$ cat config.mk
export PLATFORM = sky130hd
export DESIGN_NAME = clk_sync_sched
export DESIGN_NICKNAME = d
export VERILOG_FILES = /design/src/rtl/clk_sync_pkg.sv /design/src/rtl/clk_sync_rr_arb.sv /design/src/rtl/clk_sync_sched.sv
export SDC_FILE = /design/constraint.sdc
export NUM_CORES = 1
export LEC_CHECK = 0
export ABC_AREA = 1
export CORE_MARGIN = 1
export CORE_UTILIZATION = 40
export CTS_BUF_LIST = sky130_fd_sc_hd__clkbuf_4
export DETAILED_ROUTE_END_ITERATION = 8
export PLACE_DENSITY = 0.68
export SLEW_MARGIN = 5
export SYNTH_ARGS = -nofsm -noshare
export SYNTH_HDL_FRONTEND = slang
export SYNTH_HIERARCHICAL = 1
export SYNTH_SLANG_ARGS = --single-unit
export TNS_END_PERCENT = 50
$ cat constraint.sdc
create_clock -name clk1 -period 2.05 [get_ports clk1]
set_input_delay 0.5125 -clock clk1 [delete_from_list [all_inputs] [get_ports clk1]]
set_output_delay 0.5125 -clock clk1 [all_outputs]
set_load 0.005 [all_outputs]
$ cat src/rtl/clk_sync_pkg.sv
// Shared types and constants for the clk_sync_sched strobe scheduler.
package clk_sync_pkg;

  typedef enum logic [1:0] {
    IDLE  = 2'd0,
    ISSUE = 2'd1,
    HOLD  = 2'd2
  } state_t;

  // Ceiling log2, usable in constant expressions.
  function automatic int unsigned clog2(input int unsigned n);
    int unsigned r;
    r = 0;
    while ((64'd1 << r) < 64'(n)) r++;
    return r;
  endfunction

  localparam int unsigned GAP_DEF = 8;
  localparam int unsigned GAP_W   = clog2(GAP_DEF);

endpackage

$ cat src/rtl/clk_sync_rr_arb.sv
// Combinational round-robin pick: first set pending bit above 'last', with wrap.
module clk_sync_rr_arb
  import clk_sync_pkg::*;
#(
  parameter int unsigned NREQ = 4,
  parameter int unsigned IDW  = 2
) (
  input  logic [NREQ-1:0] pending,
  input  logic [IDW-1:0]  last,
  output logic            gnt_valid,
  output logic [IDW-1:0]  gnt_idx
);

  int unsigned c;

  // Scan last+1 .. last+NREQ modulo NREQ; the first hit wins.
  always_comb begin
    gnt_valid = 1'b0;
    gnt_idx   = '0;
    c         = 0;
    for (int unsigned i = 1; i <= NREQ; i++) begin
      c = (32'(last) + i) % NREQ;
      if (!gnt_valid && pending[c]) begin
        gnt_valid = 1'b1;
        gnt_idx   = IDW'(c);
      end
    end
  end

endmodule

$ cat src/rtl/clk_sync_sched.sv
// Schedules NREQ single-cycle clk1 events onto one toggle-synchronizer channel.
// Optional per-source drop counters: define CLK_SYNC_SCHED_DROPCNT_EN.
module clk_sync_sched
  import clk_sync_pkg::*;
#(
  parameter int unsigned NREQ = 4,
  parameter int unsigned IDW  = 2,
  parameter int unsigned GAP  = 8
`ifdef CLK_SYNC_SCHED_DROPCNT_EN
  ,
  parameter int unsigned DCW  = 8
`endif
) (
  input  logic                clk1,
  input  logic                rst1_n,
  input  logic [NREQ-1:0]     req,
  input  logic [NREQ-1:0]     mask,
  output logic                sync_pulse,
  output logic [IDW-1:0]      sync_id,
  output logic                busy,
  output logic [NREQ-1:0]     pending
`ifdef CLK_SYNC_SCHED_DROPCNT_EN
  ,
  output logic [NREQ*DCW-1:0] drop_cnt
`endif
);

  // Hold counter only needs to reach GAP-1; keep at least one bit for GAP=1.
  localparam int unsigned HCW = (clog2(GAP) > 0) ? clog2(GAP) : 1;

  state_t              state, state_n;
  logic [IDW-1:0]      last, last_n;
  logic [HCW-1:0]      hold, hold_n;
  logic                pulse_n, busy_n;
  logic [IDW-1:0]      id_n;
  logic [NREQ-1:0]     pend_n;
  logic [NREQ-1:0]     gnt_vec;
  logic                gnt_valid;
  logic [IDW-1:0]      gnt_idx;

  clk_sync_rr_arb #(
    .NREQ (NREQ),
    .IDW  (IDW)
  ) u_arb (
    .pending   (pending),
    .last      (last),
    .gnt_valid (gnt_valid),
    .gnt_idx   (gnt_idx)
  );

  // Next-state, registered-output and pending-bit logic.
  always_comb begin
    state_n = state;
    last_n  = last;
    hold_n  = hold;
    pulse_n = 1'b0;
    id_n    = sync_id;
    gnt_vec = '0;
    unique case (state)
      IDLE: begin
        if (gnt_valid) begin
          pulse_n          = 1'b1;
          id_n             = gnt_idx;
          last_n           = gnt_idx;
          gnt_vec[gnt_idx] = 1'b1;
          state_n          = ISSUE;
        end
      end
      ISSUE: begin
        hold_n  = HCW'(GAP - 1);
        state_n = HOLD;
      end
      HOLD: begin
        if (hold == '0) state_n = IDLE;
        else            hold_n  = hold - 1'b1;
      end
      default: state_n = IDLE;
    endcase
    busy_n = (state_n != IDLE);
    // A same-cycle req on the granted source keeps its bit; mask wins over all.
    pend_n = mask & (req | (pending & ~gnt_vec));
  end

`ifdef CLK_SYNC_SCHED_DROPCNT_EN
  logic [NREQ*DCW-1:0] drop_n;

  // Count events that fold into an already-pending, not-granted slot; saturating.
  always_comb begin
    drop_n = drop_cnt;
    for (int unsigned k = 0; k < NREQ; k++) begin
      if (req[k] && mask[k] && pending[k] && !gnt_vec[k] &&
          (drop_cnt[k*DCW +: DCW] != '1))
        drop_n[k*DCW +: DCW] = drop_cnt[k*DCW +: DCW] + 1'b1;
    end
  end

  // Drop counter register; cleared only by reset.
  always_ff @(posedge clk1) begin
    if (!rst1_n) drop_cnt <= '0;
    else         drop_cnt <= drop_n;
  end
`endif

  // State and output registers.
  always_ff @(posedge clk1) begin
    if (!rst1_n) begin
      state      <= IDLE;
      last       <= IDW'(NREQ - 1);
      hold       <= '0;
      sync_pulse <= 1'b0;
      sync_id    <= '0;
      busy       <= 1'b0;
      pending    <= '0;
    end else begin
      state      <= state_n;
      last       <= last_n;
      hold       <= hold_n;
      sync_pulse <= pulse_n;
      sync_id    <= id_n;
      busy       <= busy_n;
      pending    <= pend_n;
    end
  end

endmodule
# Yosys cells after proc, flatten, opt, wreduce, memory -nomap -nowiden
# Cells that the tools add are included.
# classes
n_addsub,5
n_mul,0
div_mod_pow,0
magnitude_cmp,6
n_eq_ne,3
n_shift,0
n_mux,26
bitwise_logic,4
n_reduce_logical,14
# ops
op,count
$lt 2x3->1 const B,5
$mux 2,6
$mux 1,10
$and 4x4->4,2
$bmux 1 s2,4
$mux 4,2
$pmux 2 s3,1
$pmux 3 s2,1
$reduce_and 2->1,3
$add 2x1->2 const B,2
$add 2x2->2 const B,2
$logic_and 1x1->1,4
$not 4->4,1
$or 4x4->4,1
$reduce_bool 2->1,2
$logic_not 1->1,3
$logic_not 3->1,1
$mux 3,1
$sub 3x1->3 const B,1
$demux 1 s2,1
$eq 2x1->1 const B,1
$eq 2x2->1 const B,1
$ge 2x1->1 const B,1
$logic_not 2->1,1
$ne 2x2->1 const B,1
# word_totals
register_bits,15
latch_bits,0
ram_bits,0
mem_bits_ro,0
input_bits,10
output_inout_bits,8
n_memories,0

# Longest topological paths before layout
# Gate-level depths: netlist of run 1.
# logic_depth
ltp_word,23
ltp_mapped,13
ltp_nobuf,12

# Hierarchy
# The synthesis of run 1 kept the hierarchy.
# by_module_without_submodules
mod,n_inst,cells_per_inst,area_each_um2
clk_sync_sched,1,82,628.1
clk_sync_rr_arb,1,49,290.3

# Worst setup path after synthesis of run 1
# No wires, ideal clock.
# synth_path
path_type,reg2reg
startpoint,reg last[0]
endpoint,reg pending[2]
setup_time_ps,122
arrival_ps,1393
required_time_ps,1928
slack_ps,535
path_stages_with_launch,14
n_path_buf,1
cell_sequence,dfxtp_1 buf_6 inv_6 nand2_1 nand2_2 nand2_4 nand2_4 nor2_1 a21oi_1 nand3_1 inv_1 nand3_1 o21ai_0 a21oi_1
# synth_between
elab_chain_len,23
elab_cells_between_ends,37
classes_between,add/sub: 4; order compare: 2; mux: 20; bitwise: 4; reduce/logical: 7
# synth_rtl
element,line_no,rtl
from (decl),clk_sync_sched.sv:32,"logic [IDW-1:0] last, last_n;"
from (signal assigned),clk_sync_sched.sv:108,last <= IDW'(NREQ - 1);
from (signal assigned),clk_sync_sched.sv:116,last <= last_n;
$add 2x1->2,clk_sync_rr_arb.sv:22,c = (32'(last) + i) % NREQ;
$bmux 1 s2,clk_sync_rr_arb.sv:23,if (!gnt_valid && pending[c]) begin
$mux 1 (implied by the code),clk_sync_rr_arb.sv:23,
$mux 1,clk_sync_rr_arb.sv:23,
$logic_not 1->1,clk_sync_rr_arb.sv:23,
$logic_and 1x1->1,clk_sync_rr_arb.sv:23,
$mux 1,clk_sync_rr_arb.sv:23,
$logic_not 1->1,clk_sync_rr_arb.sv:23,
[... 5 more ...],-,
named net gnt_idx[0],clk_sync_sched.sv:39,logic [IDW-1:0] gnt_idx;
[... 2 more ...],-,
$mux 1 (implied by the code),clk_sync_sched.sv:65,gnt_vec[gnt_idx] = 1'b1;
$demux 1 s2 (*),clk_sync_sched.sv:65,
$mux 4 (*),clk_sync_sched.sv:61,if (gnt_valid) begin
$mux 4 (*),clk_sync_sched.sv:59,unique case (state)
$not 4->4 (*),clk_sync_sched.sv:81,pend_n = mask & (req | (pending & ~gnt_vec));
$and 4x4->4 (*),clk_sync_sched.sv:81,
$or 4x4->4 (*),clk_sync_sched.sv:81,
$and 4x4->4 (*),clk_sync_sched.sv:81,
to (signal assigned),clk_sync_sched.sv:121,pending <= pend_n;
to (decl),clk_sync_sched.sv:21,output logic [NREQ-1:0] pending
# The timed path passes the listed nets; every way through them passes the cells marked *. The select of a mux whose other input is x is not followed.
# A chain may end at the register's enable or synchronous reset.

# Worst setup path in the final report of run 1
# layout_path
startpoint,reg last[0]
endpoint,reg pending[0]
# The elaborated chain is that of the path after synthesis.

==> results of run 1 <==
## synth_stat cells
| library cell | number |
|---|---|
| sky130_fd_sc_hd__nand2_4 | 6 |
| sky130_fd_sc_hd__dfxtp_1 | 15 |
| sky130_fd_sc_hd__nor2_4 | 2 |
| sky130_fd_sc_hd__nand3_1 | 13 |
| sky130_fd_sc_hd__nor2_2 | 1 |
| sky130_fd_sc_hd__nand3b_1 | 1 |
| sky130_fd_sc_hd__buf_6 | 1 |
| sky130_fd_sc_hd__nand2_2 | 12 |
| sky130_fd_sc_hd__a21oi_2 | 1 |
| sky130_fd_sc_hd__buf_2 | 1 |
| sky130_fd_sc_hd__o21a_1 | 1 |
| sky130_fd_sc_hd__inv_1 | 14 |
| sky130_fd_sc_hd__a31oi_1 | 1 |
| sky130_fd_sc_hd__a21oi_1 | 9 |
| sky130_fd_sc_hd__o21ai_0 | 5 |
| sky130_fd_sc_hd__inv_6 | 1 |
| sky130_fd_sc_hd__inv_2 | 2 |
| sky130_fd_sc_hd__nand4_1 | 4 |
| sky130_fd_sc_hd__nor2_1 | 7 |
| sky130_fd_sc_hd__nand2_1 | 32 |
| sky130_fd_sc_hd__ha_1 | 2 |
## stage by stage
stage          cell area (um2)  std cells  total power [mW]  setup WS [ps]
2_1_floorplan              918        131              1.12            535
3_3_place_gp              1120        175              1.31            178
3_5_place_dp              1120        175              1.32            144
4_1_cts                   1150        179              1.52           73.8
5_1_grt                   1150        179              1.66           49.6
6_report                  1150        179              1.51            242
## metal layers
metal,up-vias,global-route usage [%]
li1,461,-
met1,378,22.2
met2,23,32.2
met3,6,4.01
met4,0,8.10
met5,-,0
## worst register-to-register path, stage by stage, from the launching register on
cell and delay [ps]:
sky130_fd_sc_hd__dfxtp_2 460, sky130_fd_sc_hd__nand2_1 150, sky130_fd_sc_hd__nand2_4 110, sky130_fd_sc_hd__nand2_4 70
sky130_fd_sc_hd__nand2_4 80, sky130_fd_sc_hd__nor2_1 50, sky130_fd_sc_hd__a21oi_1 140, sky130_fd_sc_hd__nand3_1 170
sky130_fd_sc_hd__inv_1 110, sky130_fd_sc_hd__nand2_1 50, sky130_fd_sc_hd__o21ai_0 210, sky130_fd_sc_hd__a21oi_1 100
## how the worst min path moves through the flow
stage,slack (ps),start,endpoint
after CTS,480,sync_id[1],sync_id[1]
after detailed placement,460,sync_id[1],sync_id[1]
final,480,hold[1],hold[1]
after global routing,520,sync_id[1],sync_id[1]
after global placement,450,hold[1],hold[1]
after floorplan,440,hold[1],hold[1]
## kinds of logic (layout without fill, tap and decap cells)
family | after synthesis | count (layout) | share of synthesized area [%]
compound gates | 17 | 17 | 10.1
fa+ha+maj | 2 | 2 | 2.72
buf+inv | 19 | 40 | 9.26
flops | 15 | 15 | 32.7
simple gates | 78 | 78 | 45.2
## area by class of cell
| cell class | count | area (um2) |
|---|---|---|
| clock inverter | 1 | 7.51 |
| clock buffer | 3 | 22.5 |
| sequential | 15 | 302 |
| timing repair buffer | 19 | 185 |
| multi-input combinational | 97 | 533 |
| inverter | 17 | 68.8 |
| fill | 199 | 910 |
| tap | 27 | 33.8 |
## placed cells by master (no fill, tap or decap), types with 2 or more instances in the layout
cell                              netlist  routed
sky130_fd_sc_hd__a21oi_1                9       9
sky130_fd_sc_hd__ha_1                   2       2
sky130_fd_sc_hd__nor2_4                 2       2
sky130_fd_sc_hd__nand2_1               32      32
sky130_fd_sc_hd__inv_1                 14      14
sky130_fd_sc_hd__clkbuf_4               0       3
sky130_fd_sc_hd__clkdlybuf4s50_1        0      17
sky130_fd_sc_hd__o21ai_0                5       5
sky130_fd_sc_hd__nor2_1                 7       7
sky130_fd_sc_hd__nand2_4                6       6
sky130_fd_sc_hd__nand2_2               12      12
sky130_fd_sc_hd__dfxtp_1               15      14
sky130_fd_sc_hd__nand4_1                4       4
sky130_fd_sc_hd__buf_4                  0       2
sky130_fd_sc_hd__inv_2                  2       2
sky130_fd_sc_hd__nand3_1               13      13
## where the power goes
| group | leakage, nW | switching (mW) | internal [mW] |
|---|---|---|---|
| combinational | 0.396 | 0.512 | 0.335 |
| clock | 0.0139 | 0.106 | 0.0742 |
| sequential | 0.124 | 0.0896 | 0.388 |
| total | 0.534 | 0.708 | 0.798 |
## registers in the layout (all words and copies together) (netlist names)
signal / count
sync_pulse: 1
state: 2
sync_id: 2
pending: 4
last: 2
busy: 1
hold: 3
==> parameters.txt, run 1 <==
Parameter                              Value

Run status
  Result of the run ... finished clean

Route
  Detailed route wirelength on metal2 ... 937 um
  Top sig layer ... met4
  Routed met3 length ... 73 um
  Met1 layer wirelength in the final routing ... 911 um
  Remaining design rule violation count ... 0
  Wire length per cell after detailed routing ... 11.0 um
  Drt pass-1 iters ... 4
  Antenna Nets Post-Route ... 0
  DR iter-0 viols ... 11
  Via count normalized by instance count ... 4.85
  Post-Route WL ... just under 2000 um
  Total via count after detailed routing ... 868

CTS
  Clock insertion delay at the later pin of the skew report ... about 290 ps
  Total number of H-tree levels ... 1
  CTS tree ... built
  Number of buffers created by CTS ... 3
  CTS Root Buffer Type ... sky130_fd_sc_hd__clkbuf_4
  Buffer count from post-CTS setup fixing ... 0
  Max Root-Sink Buffers ... 2
  Num Clock Sinks ... 15
  Hold_buf cts ... 0
  Clock slew at the register clock pins of the worst setup and hold paths ... roughly 100 ps
  Post-cts repair resize count ... 0

Floorplan
  Die height ... 49.9 um
  Area of the die ... 2490 um2
  Placeable Area ... 2060 um2
  X dimension of the die ... 49.9 um
  Std cell rows ... 16
  Count of pins on the block boundary ... 18
  Initial core utilization ... around 45%

Worst setup path
  Endpoint class of the critical path ... flip-flop
  Longest individual stage delay on the worst path ... around 460 ps
  Number of cells traversed by the worst register-to-register path ... 11
  Launch point of the worst reg-to-reg path ... last[0]
  Sum of buffers and inverters on the critical path ... 1
  WP depth ... 11
  Critical register-to-register path endpoint ... pending[0]
  Most repeated library cell on the critical path ... sky130_fd_sc_hd__nand2_4
  Maximum fanout encountered on the critical timing path ... 10
  CP max stage cell ... sky130_fd_sc_hd__dfxtp_2
  Worst setup path start ... last[0]
  R2r setup slk ... 240 ps
  CP delay by family, top ... simple AND/OR/NAND/NOR gates
  Critical path cell sequence ... nand2_1, nand2_4, nand2_4, nand2_4, nor2_1, a21oi_1, nand3_1, inv_1, nand2_1, o21ai_0, a21oi_1
  Startpoint Class ... flip-flop
  CP Class ... reg -> reg
  Crit path DAT ... 1990 ps
  End point of the critical path ... pending[0]
  Required time of the critical path ... 2230 ps

GRT
  Wire length of the first global-routing pass ... 3530 um
  Number of antenna violations at the first check in global routing ... 0
  Overall fraction of global-route tracks in use ... 18.8%
  Sum of overflow across all layers after global routing ... 0
  Pin count of the biggest net entering global routing ... 11
  Vias in the first global route ... 823

Final layout
  Net total in the final layout ... 165
  Final Core Density ... a little under three fifths
  Post-synthesis to final-layout area growth ... 25.5%
  Number of diodes ... 0
  Fraction of layout cells with a size suffix above 1 ... 21.1%

Synth
  Area share of the leading cell type in the synthesized netlist ... 32.7%
  Register bit count reported by yosys ... 15
  Most area-hungry cell type in the Yosys netlist ... sky130_fd_sc_hd__dfxtp_1
  Dominant cells by area after synthesis ... sky130_fd_sc_hd__dfxtp_1, sky130_fd_sc_hd__nand2_1, sky130_fd_sc_hd__nand2_2, sky130_fd_sc_hd__nand2_4, sky130_fd_sc_hd__nand3_1
  Synth cell types ... 21
  Synthesized net count ... 143
  Warnings, synthesis ... 6
  Cells after synthesis ... 131
  Mean instance size in the synthesized netlist ... 7.01 um2
  Share of synthesized area occupied by flip-flops and latches ... 32.7%
  Cell Area, Synth ... slightly above 900 um2

Timing
  RSZ-0062 raised after global routing ... false
  Min Tclk post-route ... roughly 1800 ps
  Total setup violations reported at the end of the flow ... 0
  Final number of hold-violating endpoints ... 0
  Number of pins with negative max-slew slack in the final report ... 0
  Worst hold slack after final layout ... 478 ps
  Relative slew slack ... 82.3%
  Period utilisation layout ... 88.2%
  Maximum clock rate ... 553 MHz
  Least-Margin Pin Slew ... between 200 and 300 ps
  Worst clock skew ... approximately 6.6 ps
  Post-route setup TNS ... 0 ps

Placed design
  Quantity of I/O buffers inserted on ports ... 17
  Post-detailed-placement half-perimeter wirelength ... 1510 um
  Routability cong. ... 0.876

Power
  Worst ir drop on vdd ... between 0.7 and 0.8 mV
  Power density over cell area ... 1310 nW/um2
  Static power due to leakage ... 0.534 nW

Worst hold path
  HP Class ... reg -> reg
  Hold Path Cell Cnt ... 2

Flow run
  Max Cap Viol ... 0
Power figures use the tool's default switching activity.
==> inputs of run 2 (changes only) <==
--- a/config.mk
+++ b/config.mk
@@ -10,7 +10,9 @@
 export CORE_UTILIZATION = 40
 export CTS_BUF_LIST = sky130_fd_sc_hd__clkbuf_4
 export DETAILED_ROUTE_END_ITERATION = 8
+export HOLD_SLACK_MARGIN = 0.1
 export PLACE_DENSITY = 0.68
+export RECOVER_POWER = 50
 export SLEW_MARGIN = 5
 export SYNTH_ARGS = -nofsm -noshare
 export SYNTH_HDL_FRONTEND = slang
==> run 2 against run 1 <==
Count of clock-buffer cells in the layout unchanged. Non-clock buffer count unchanged. Register-to-register slack about the same. Sequential power is essentially flat. Critical path type unchanged. Critical endpoint unchanged.
==> parameters.txt, run 2 (synthesis gave the netlist of run 1 again) <==
Parameter                              Value

Run status
  Result of the run ... finished clean

Timing
  Least-Margin Pin Slew ... 265 ps (+0.200 ps)
  RSZ-0062 raised after global routing ... false
  Maximum clock rate ... 554 MHz (+0.13%)
  Worst hold slack after final layout ... 478 ps (-0.151 ps)
  Min Tclk post-route ... 1810 ps (-2.33 ps)
  Worst clock skew ... 6.23 ps (-0.397 ps)
  Period utilisation layout ... 88.1% (-0.11 points)
  Relative slew slack ... 82.3% (about the same)
  Smallest setup slack after layout ... 245 ps (+2.33 ps)
  Total setup violations reported at the end of the flow ... 0 (unchanged)
  Number of pins with negative max-slew slack in the final report ... 0 (unchanged)
  Post-route setup TNS ... 0 ps (unchanged)
  Final number of hold-violating endpoints ... 0 (unchanged)

Worst setup path
  Longest individual stage delay on the worst path ... 460 ps (about the same)
  Most repeated library cell on the critical path ... sky130_fd_sc_hd__nand2_4
  Required time of the critical path ... 2230 ps (about the same)
  Endpoint class of the critical path ... flip-flop
  Launch point of the worst reg-to-reg path ... last[0]
  Critical path cell sequence ... nand2_1, nand2_4, nand2_4, nand2_4, nor2_1, a21oi_1, nand3_1, inv_1, nand2_1, o21ai_0, a21oi_1
  CP max stage cell ... sky130_fd_sc_hd__dfxtp_2
  R2r setup slk ... 240 ps (about the same)
  Crit path DAT ... 1990 ps (about the same)
  Critical register-to-register path endpoint ... pending[0]
  Startpoint Class ... flip-flop
  CP Class ... reg -> reg
  Maximum fanout encountered on the critical timing path ... 10 (unchanged)
  Number of cells traversed by the worst register-to-register path ... 11 (unchanged)

Floorplan
  Std cell rows ... 16 (unchanged)
  X dimension of the die ... 49.9 um (unchanged)
  Initial core utilization ... 44.5% (unchanged)
  Area of the die ... 2490 um2 (unchanged)
  Count of pins on the block boundary ... 18 (unchanged)
  Die height ... 49.9 um (unchanged)
  Placeable Area ... 2060 um2 (unchanged)

Final layout
  Post-synthesis to final-layout area growth ... 24.9%
  Net total in the final layout ... 165 (unchanged)
  Top flop regs ... pending x4, hold x3
  Fraction of layout cells with a size suffix above 1 ... 19.7% (-1.3 points)
  Filler-free cell count of the finished design ... 179 (unchanged)
  Number of diodes ... 0 (unchanged)
  Register with the most flip-flops ... pending
  Finished layout cell area ... 1150 um2 (-0.43%)
  Flip-flop count of the largest register after layout ... 4 (unchanged)
  Final Core Density ... 55.6% (-0.24 points)
  Filler Cells Inserted ... 201 (+1.0%)
  Leading cell type in the layout, fill and taps excluded ... sky130_fd_sc_hd__nand2_1
  Highest-count cells in the layout ignoring fill and taps ... sky130_fd_sc_hd__nand2_1, sky130_fd_sc_hd__inv_1, sky130_fd_sc_hd__dfxtp_1, sky130_fd_sc_hd__nand3_1, sky130_fd_sc_hd__clkdlybuf4s50_1

Placed design
  Post-detailed-placement half-perimeter wirelength ... 1510 um (unchanged)
  Quantity of I/O buffers inserted on ports ... 17 (unchanged)
  Routability cong. ... 0.876 (unchanged)
  Placed Area ... 1120 um2 (unchanged)
  Pre-CTS WS ... 144 ps (unchanged)
  Placed cells ... 175 (unchanged)

Route
  Total via count after detailed routing ... 874 (+0.69%)
  Wire length per cell after detailed routing ... 10.9 um (-0.20%)
  Post-Route WL ... 1960 um (-0.20%)
  Via count normalized by instance count ... 4.88 (+0.69%)
  Antenna Nets Post-Route ... 0 (unchanged)
  DR iter-0 viols ... 14 (+3)
  Remaining design rule violation count ... 0 (unchanged)
  Drt pass-1 iters ... 4 (unchanged)

GRT
  Met3 global-route usage ... 4.01% (unchanged)
  Wire length of the first global-routing pass ... 3530 um (unchanged)
  Most Crowded Layer GR ... met2
  M2 GR Usage ... 32.2% (unchanged)
  Number of antenna violations at the first check in global routing ... 0 (unchanged)
  Pin count of the biggest net entering global routing ... 11 (unchanged)
  Vias in the first global route ... 823 (unchanged)
  Overall fraction of global-route tracks in use ... 18.8% (unchanged)
  Sum of overflow across all layers after global routing ... 0 (unchanged)
  GR Util met1 ... 22.2% (unchanged)

CTS
  Hold_buf cts ... 0 (unchanged)
  Clock insertion delay at the later pin of the skew report ... 290 ps (about the same)
  Num Clock Sinks ... 15 (unchanged)
  CTS tree ... built
  Number of buffers created by CTS ... 3 (unchanged)
  Max Root-Sink Buffers ... 2 (unchanged)
  CTS Root Buffer Type ... sky130_fd_sc_hd__clkbuf_4
  Total number of H-tree levels ... 1 (unchanged)
  Clock slew at the register clock pins of the worst setup and hold paths ... 100 ps (about the same)

Worst hold path
  Hold Path Cell Cnt ... 2 (unchanged)
  Endpoint with the worst hold slack ... hold[1]
  HP Class ... reg -> reg
  Worst hold start ... hold[1]

Flow run
  Max Cap Viol ... 0 (unchanged)

Power
  Worst ir drop on vdd ... 0.728 mV (-4.1%)
  Static power due to leakage ... 0.546 nW (+2.4%)
  Power density over cell area ... 1290 nW/um2 (-1.2%)
  Total Power ... 1.48 mW (-1.6%)
## run 2: changes by cell type in the layout (fill, tap and decap cells not counted)
cell	previous run	this run
sky130_fd_sc_hd__dlygate4sd3_1	0	6
sky130_fd_sc_hd__nand2_2	12	10
sky130_fd_sc_hd__nand2_1	32	34
sky130_fd_sc_hd__clkdlybuf4s50_1	17	11
## run 2: worst max-delay path: cells and delay by family, from the launching register on
kind | cells | cell delay, ps
buffers and inverters | 1 | 110
AOI/OAI and AO/OA | 3 | 450
and+or+nand+nor | 7 | 680
DFF | 1 | 460
## run 2: area by class of cell
type                            instances  area, um2  share of cell area (%)
Clock inverter                          1       7.51                   0.654
Multi-Input combinational cell         97        528                    46.0
Inverter                               17       68.8                    6.00
Timing Repair Buffer                   19        185                    16.1
Sequential cell                        15        302                    26.3
Tap cell                               27       33.8                    2.94
Clock buffer                            3       22.5                    1.96
## run 2: timing repair
item	CTS	global route
endpoints found under the setup margin	0	4
resized for setup	0	1
buffers inserted	0	0
## run 2: worst max path at each step
| stage | startpoint | endpoint | slack, ps | cells past startpoint |
|---|---|---|---|---|
| after floorplan | last[0] | pending[2] | 540 | 13 |
| after global placement | last[0] | pending[2] | 180 | 11 |
| after detailed placement | last[0] | pending[2] | 140 | 11 |
| after CTS | last[0] | pending[0] | 70 | 11 |
| after global routing | last[1] | pending[2] | 50 | 11 |
| final | last[0] | pending[0] | 240 | 11 |
## run 2: power by group
part	switching [mW]	internal [mW]	total [mW]
registers	0.0881	0.388	0.476
clock network	0.106	0.0742	0.180
logic	0.505	0.320	0.825
## run 2: routing by layer
metal	vias to the layer above	routed length [um]
met2	20	946
met5	-	0
li1	462	-
met4	0	37
met1	388	908
met3	4	67
